`src/rtl/axis_combine_if.sv`:
```
// N-slot AXI-Stream join bundle: N slave lanes in, one concatenated master out.
// master drives the lanes and m_axis_tready; slave is the join block's view.
interface axis_combine_if #(
  parameter int C_AXIS_TDATA_WIDTH = 16,
  parameter int C_NUM_SI_SLOTS     = 4
);
  localparam int W = C_AXIS_TDATA_WIDTH;
  localparam int N = C_NUM_SI_SLOTS;

  logic         s_axis_tvalid [N];
  logic         s_axis_tready [N];
  logic [W-1:0] s_axis_tdata  [N];

  logic           m_axis_tvalid;
  logic           m_axis_tready;
  logic [N*W-1:0] m_axis_tdata;

  modport master (
    output s_axis_tvalid,
    output s_axis_tdata,
    input  s_axis_tready,
    input  m_axis_tvalid,
    input  m_axis_tdata,
    output m_axis_tready
  );

  modport slave (
    input  s_axis_tvalid,
    input  s_axis_tdata,
    output s_axis_tready,
    output m_axis_tvalid,
    output m_axis_tdata,
    input  m_axis_tready
  );
endinterface

```
`src/rtl/axis_combine.sv`:
```
// N-to-1 AXI-Stream join: one 1-deep holding register per lane, one
// registered output beat carrying all lane payloads (lane 0 in the LSBs).
module axis_combine #(
  parameter int C_AXIS_TDATA_WIDTH = 16,
  parameter int C_NUM_SI_SLOTS     = 4
) (
  input  logic          aclk,
  input  logic          aresetn,
  axis_combine_if.slave axis,
  output logic [31:0]   m_beat_count
);
  localparam int W = C_AXIS_TDATA_WIDTH;
  localparam int N = C_NUM_SI_SLOTS;

  logic [N-1:0]   hold_full;
  logic [W-1:0]   hold_data [N];
  logic [N-1:0]   cap;
  logic [N*W-1:0] join_data;
  logic [N*W-1:0] out_data;
  logic           out_valid;
  logic           join_fire;
  logic           m_hs;
  logic [31:0]    beat_cnt;

  // A full output that is draining frees room for a new join this edge.
  assign join_fire = (&hold_full) & (~out_valid | axis.m_axis_tready);
  assign m_hs      = out_valid & axis.m_axis_tready;

  for (genvar i = 0; i < N; i++) begin : g_slot
    assign axis.s_axis_tready[i] =
      aresetn & (~hold_full[i] | join_fire);
    assign cap[i] =
      axis.s_axis_tvalid[i] & axis.s_axis_tready[i];
    assign join_data[i*W +: W] = hold_data[i];
  end

  always_ff @(posedge aclk or negedge aresetn) begin
    if (!aresetn) begin
      hold_full <= '0;
      for (int i = 0; i < N; i++) begin
        hold_data[i] <= '0;
      end
    end else begin
      for (int i = 0; i < N; i++) begin
        if (cap[i]) begin
          hold_data[i] <= axis.s_axis_tdata[i];
          hold_full[i] <= 1'b1;
        end else if (join_fire) begin
          hold_full[i] <= 1'b0;
        end
      end
    end
  end

  always_ff @(posedge aclk or negedge aresetn) begin
    if (!aresetn) begin
      out_valid <= 1'b0;
      out_data  <= '0;
      beat_cnt  <= '0;
    end else begin
      if (join_fire) begin
        out_valid <= 1'b1;
        out_data  <= join_data;
      end else if (m_hs) begin
        out_valid <= 1'b0;
      end
      if (m_hs) begin
        beat_cnt <= beat_cnt + 32'd1;
      end
    end
  end

  assign axis.m_axis_tvalid = out_valid;
  assign axis.m_axis_tdata  = out_data;
  assign m_beat_count       = beat_cnt;
endmodule

```
`src/flat_wrapper.sv`:
```
// flat-port wrapper written by rule: the top's interface ports become plain ports
module axis_combine_flat 
#(
  parameter int C_AXIS_TDATA_WIDTH = 16,
  parameter int C_NUM_SI_SLOTS     = 4
)
  (aclk, aresetn, m_beat_count, axis_s_axis_tvalid, axis_s_axis_tdata, axis_s_axis_tready, axis_m_axis_tvalid, axis_m_axis_tdata, axis_m_axis_tready);
  axis_combine_if #(.C_AXIS_TDATA_WIDTH(C_AXIS_TDATA_WIDTH), .C_NUM_SI_SLOTS(C_NUM_SI_SLOTS)) axis_i ();
  input  logic aclk;
  input  logic aresetn;
  output logic [31:0] m_beat_count;
  input wire logic [$bits(axis_i.s_axis_tvalid)-1:0] axis_s_axis_tvalid;
  input wire logic [$bits(axis_i.s_axis_tdata)-1:0] axis_s_axis_tdata;
  output wire logic [$bits(axis_i.s_axis_tready)-1:0] axis_s_axis_tready;
  output wire logic [$bits(axis_i.m_axis_tvalid)-1:0] axis_m_axis_tvalid;
  output wire logic [$bits(axis_i.m_axis_tdata)-1:0] axis_m_axis_tdata;
  input wire logic [$bits(axis_i.m_axis_tready)-1:0] axis_m_axis_tready;
  assign axis_i.s_axis_tvalid = {>>{axis_s_axis_tvalid}};
  assign axis_i.s_axis_tdata = {>>{axis_s_axis_tdata}};
  assign axis_s_axis_tready = {>>{axis_i.s_axis_tready}};
  assign axis_m_axis_tvalid = axis_i.m_axis_tvalid;
  assign axis_m_axis_tdata = axis_i.m_axis_tdata;
  assign axis_i.m_axis_tready = axis_m_axis_tready;
  axis_combine #(.C_AXIS_TDATA_WIDTH(C_AXIS_TDATA_WIDTH), .C_NUM_SI_SLOTS(C_NUM_SI_SLOTS)) u_core (.aclk(aclk), .aresetn(aresetn), .axis(axis_i), .m_beat_count(m_beat_count));
endmodule
```
`config.mk`:
```
export PLATFORM = sky130hd
export DESIGN_NAME = axis_combine_flat
export DESIGN_NICKNAME = d
export VERILOG_FILES = /design/src/rtl/axis_combine_if.sv /design/src/rtl/axis_combine.sv /design/src/flat_wrapper.sv
export SDC_FILE = /design/constraint.sdc
export NUM_CORES = 1
export LEC_CHECK = 0
export ABC_AREA = 1
export BUFFER_PORTS_ARGS = -buffer_cell sky130_fd_sc_hd__buf_4
export CAP_MARGIN = 10
export CORE_UTILIZATION = 53
export DETAILED_ROUTE_END_ITERATION = 8
export HOLD_SLACK_MARGIN = 0.06
export PLACE_DENSITY = 0.81
export SLEW_MARGIN = 30
export SYNTH_ARGS = -nofsm -noshare
export SYNTH_HDL_FRONTEND = slang
export SYNTH_SLANG_ARGS = --single-unit
```
`constraint.sdc`:
```
create_clock -name aclk -period 2 [get_ports aclk]
set_input_delay 0.5 -clock aclk [delete_from_list [all_inputs] [get_ports aclk]]
set_output_delay 0.5 -clock aclk [all_outputs]
set_load 0.05 [all_outputs]
```
Yosys cells after proc, flatten, opt, wreduce, memory -nomap -nowiden
Index checks and enable logic that the tools add are counted.
- flip-flop bits (word level): 165
- output and inout bits: 101
- add/subtract/negate cells: 1
- muxes and demuxes: 7
- bitwise logic cells: 20
- reductions and logical operators: 6
- operators by type and width (operator ; count):
    $add 32x1->32 const B ; 1
    $and 1x1->1 ; 10
    $reduce_bool 2->1 ; 5
    $mux 1 ; 7
    $not 1->1 ; 5
    $or 1x1->1 ; 5
    $reduce_and 4->1 ; 1

Logic depth before layout (Yosys ltp)
- depth after elaboration: 7
- mapped depth: 9
- depth with buffers taken out: 9

Worst setup path after synthesis
OpenSTA, ideal clock, no wires.
- kind: reg2out
- from: register u_core.out_valid (netlist: u_core.axis.m_axis_tvalid)
- to: output axis_s_axis_tready[0]
- arrival time: 1.420 ns
- data required time: 1.500 ns
- setup slack: 0.080 ns
- stages on the path, launching flop included: 6
- path through: dfrtp_1 -> nand2_1 -> nand4_2 -> buf_6 -> a21oi_4 -> buf_6
- longest elaborated chain between the ends: 5
- RTL lines (item ; line ; text):
    start, declared ; axis_combine.sv:20 ; logic out_valid;
    start signal, assigned ; axis_combine.sv:57 ; out_valid <= 1'b0;
    start signal, assigned ; axis_combine.sv:62 ; out_valid <= 1'b1;
    start signal, assigned ; axis_combine.sv:65 ; out_valid <= 1'b0;
    $not 1->1 ; axis_combine.sv:26 ; assign join_fire = (&hold_full) & (~out_valid | axis.m_axis_tready);
    $or 1x1->1 ; axis_combine.sv:26 ;
    $and 1x1->1 ; axis_combine.sv:26 ;
    $or 1x1->1 ; axis_combine.sv:31 ; aresetn & (~hold_full[i] | join_fire);
    $and 1x1->1 ; axis_combine.sv:31 ;
    end, declared ; flat_wrapper.sv:14 ; output wire logic [$bits(axis_i.s_axis_tready)-1:0] axis_s_axis_tready;
Every way passes these cells.

Worst setup path in the final report
- from: register u_core.out_valid (netlist: u_core.axis.m_axis_tvalid)
- to: output axis_s_axis_tready[2]
The elaborated chain is that of the path after synthesis.

==> metrics.yaml <==
status: "finished, violations left"
violations: "setup timing"
r2r_cells: 7
syn_area_um2: 7030
setup_viol: 4
avgRoutedWirePerCell_um: 13.7
p_seq_share_pct: 38.2
clk-insertion-delay-late_ns: 0.41
layout_setup_ws_ns: -0.0671
grt_pass1_wl_um: 25800
skew_ns: 0.00580
p_sw_mw: 5.77
die_y_um: 117
rsz0062_at_grt: "true"
relSlewSlack_pct: 63.3
pwr-share-comb_pct: 39.7
p_total_mw: 13.8
grt.overflow.total: 0
muxShareOfSynthArea_pct: 0
antenna_cells: 0
ant_nets: 0
synth_fp_nets: 862
yosysSeqAreaShare_pct: 58.7
ys_ff_latch: 165
rows: 41
grt_start_max_net_pins: 86
multi_input_area_um2: 2340
cpLargestDelayFamily: "flip-flops"
die_area_um2: 13700
p_sw_share_pct: 41.7
rr_endpoint: "u_core.m_beat_count[20]"
synth_fa_ha_area_share_pct: 0.178
cp-start-kind: "flip-flop"
period_minus_slack_ns: 2.07
path_cells: "nand2_2 -> nand4_4 -> a21oi_4 -> buf_6"
critPathMaxStageDelay_ns: 0.40
cts_tree: "built"
setup.worst_path.end: "axis_s_axis_tready[2]"
hold_viol: 0
min_path_type: "primary input to async pin"
setup_tns_ns: -0.241
antenna_found_initial: 0
drive_gt1_share_pct: 24.1
postSynthAreaPerCell_um2: 8.90
synth_top_family_by_area: "simple AND/OR/NAND/NOR gates"
first_pass_iters: 7
port_buffers: 171
final_max_slew_viol_count: 0
path_buf_inv: 1
crit_cells: 4
n_fill_cell: 993
dieWidth_um: 117
power_density_nw_per_um2: 1520
slowest_stage: "dfrtp_1"
h-tree-depth: 4
period_share_pct: 103
arrival_ns: 1.57
vdd_ir_drop_max_uv: 917
cp-end-kind: "output pin"
wl_um: 15800
pwr-share-clk_pct: 22.0
nNetsFinal: 1040
hold_slack_ns: 0.0662
yosysWarnings: 0
fmax_mhz: 484
viasPerCell: 4.98
grt_pass1_vias: 5281
fin_util_pct: 71.1
rrSetupSlack_ns: 0.27
synth-compound-area-share_pct: 5.55
cap_viol_max_count: 0
drtIter0Drc: 399
root_buffer: "clkbuf_16"
startpoint: "u_core.axis.m_axis_tvalid"
dp_hpwl_um: 10900
initial_core_util_pct: 55.0
r2r-start: "u_core.m_beat_count[0]"
leakagePower_nw: 4.82
synth_xor_area_share_pct: 2.74
boundaryPins: 172
core_area_um2: 12800
worst_slew_pin_slew_ns: 0.547
clkSlewWorstSetupHoldPaths_ns: 0.06
pre_cts_slack_ns: 0.00475
cts.sinks: 165
cell_internal_pwr_mw: 8.06
cts_made_buffers: 17
gp_congestion: 0.876
clk_path_buf_depth: 2
area_growth_pct: 29.2
synthDistinctLibCells: 23
drc_errors: 0
synth-simple-area-share_pct: 24.6
track_usage_pct: 24.7
crit_required_ns: 1.50
syn_inst: 790
vias: 5742
critPathMaxFanout: 7
worstSetupPathType: "flip-flop to output pin"
ff_latch_area_um2: 4130
## synthesized netlist by cell type (all sizes together)
library cell	count	area (um2)
nand2	263	992
dfrtp	165	4130
inv	97	364
nand3	87	485
o21ai	65	325
nor2	34	130
buf	23	171
nand4	15	100
xnor2	14	123
clkbuf	9	37.5
xor2	8	70.1
a21oi	4	65.1
nor3	3	15.0
clkinv	1	3.75
ha	1	12.5
nand3b	1	7.51
## sequential cells by signal, summed over array words and instances (netlist names)
| signal | flops |
|---|---|
| u_core.axis.m_axis_tdata | 64 |
| u_core.m_beat_count | 32 |
| u_core.axis.m_axis_tvalid | 1 |
| u_core.hold_data | 64 |
| u_core.hold_full | 4 |
## metal layers
metal	track usage, %	wire (um)
met4	9.79	283
met3	6.18	980
met5	0	0
met2	39.1	7590
met1	32.9	6970
## layout make-up
type                    count  share of cell area, %
clock inverters             9                  0.868
repair buffers            191                   16.3
clock buffers              22                   5.22
inverters                  98                   4.05
well taps                 172                   2.37
multi-input cells         495                   25.7
flip-flops and latches    165                   45.5
## placed cells by master (no fill, tap or decap), types with 3 or more instances in the layout
| cell | instances |
|---|---|
| nand3_1 | 83 |
| nand4_1 | 14 |
| inv_1 | 96 |
| buf_4 | 184 |
| clkbuf_8 | 3 |
| a21oi_4 | 4 |
| buf_6 | 4 |
| dfrtp_1 | 163 |
| o21ai_1 | 19 |
| xnor2_1 | 14 |
| xor2_1 | 8 |
| clkinv_2 | 5 |
| nor3_1 | 3 |
| clkbuf_16 | 17 |
| nor2_1 | 33 |
| nand2_2 | 3 |
| nand3_4 | 4 |
| o21ai_0 | 46 |
| nand2_1 | 260 |
## power by group through the flow
stage	Clock (mW)	Sequential [mW]	Combinational (mW)
2_1_floorplan	0	6.99	2.07
3_3_place_gp	0	5.32	5.24
3_5_place_dp	0	5.33	5.39
4_1_cts	3.11	5.29	5.55
5_1_grt	3.26	5.43	6.02
6_report	3.05	5.29	5.49
## what timing repair did
item                       in CTS  in global routing
setup endpoints to repair       4                  4
hold buffers                    0                  0
resized for setup               9                  0
setup buffers                   6                  0
pin swaps                       3                  3
## how the worst min path moves through the flow
stage	start	end	slack [ns]	cells past startpoint
2_1_floorplan	aresetn	u_core.axis.m_axis_tdata[0]	0.20	0
3_3_place_gp	u_core.hold_data[6]	u_core.hold_data[6]	0.46	2
3_5_place_dp	u_core.hold_data[46]	u_core.hold_data[46]	0.46	2
4_1_cts	aresetn	u_core.axis.m_axis_tdata[27]	0.08	2
5_1_grt	aresetn	u_core.axis.m_axis_tdata[27]	0.08	2
6_report	aresetn	u_core.axis.m_axis_tdata[27]	0.07	2
## metrics by stage
stage	cells	area (um2)
2_1_floorplan	790	7030
3_3_place_gp	1115	8460
6_report	1152	9090
4_1_cts	1152	9090
3_5_place_dp	1115	8460
5_1_grt	1152	9090
## logic make-up (layout without fill, tap and decap cells)
kind of cell	count (synthesis)	in the layout
adders and majority gates	1	1
buffers and inverters	130	320
and+or+nand+nor	403	403
DFF	165	165
xor gates and xnor gates	22	22
AOI/OAI and AO/OA	69	69
Power figures use the tool's default switching activity.
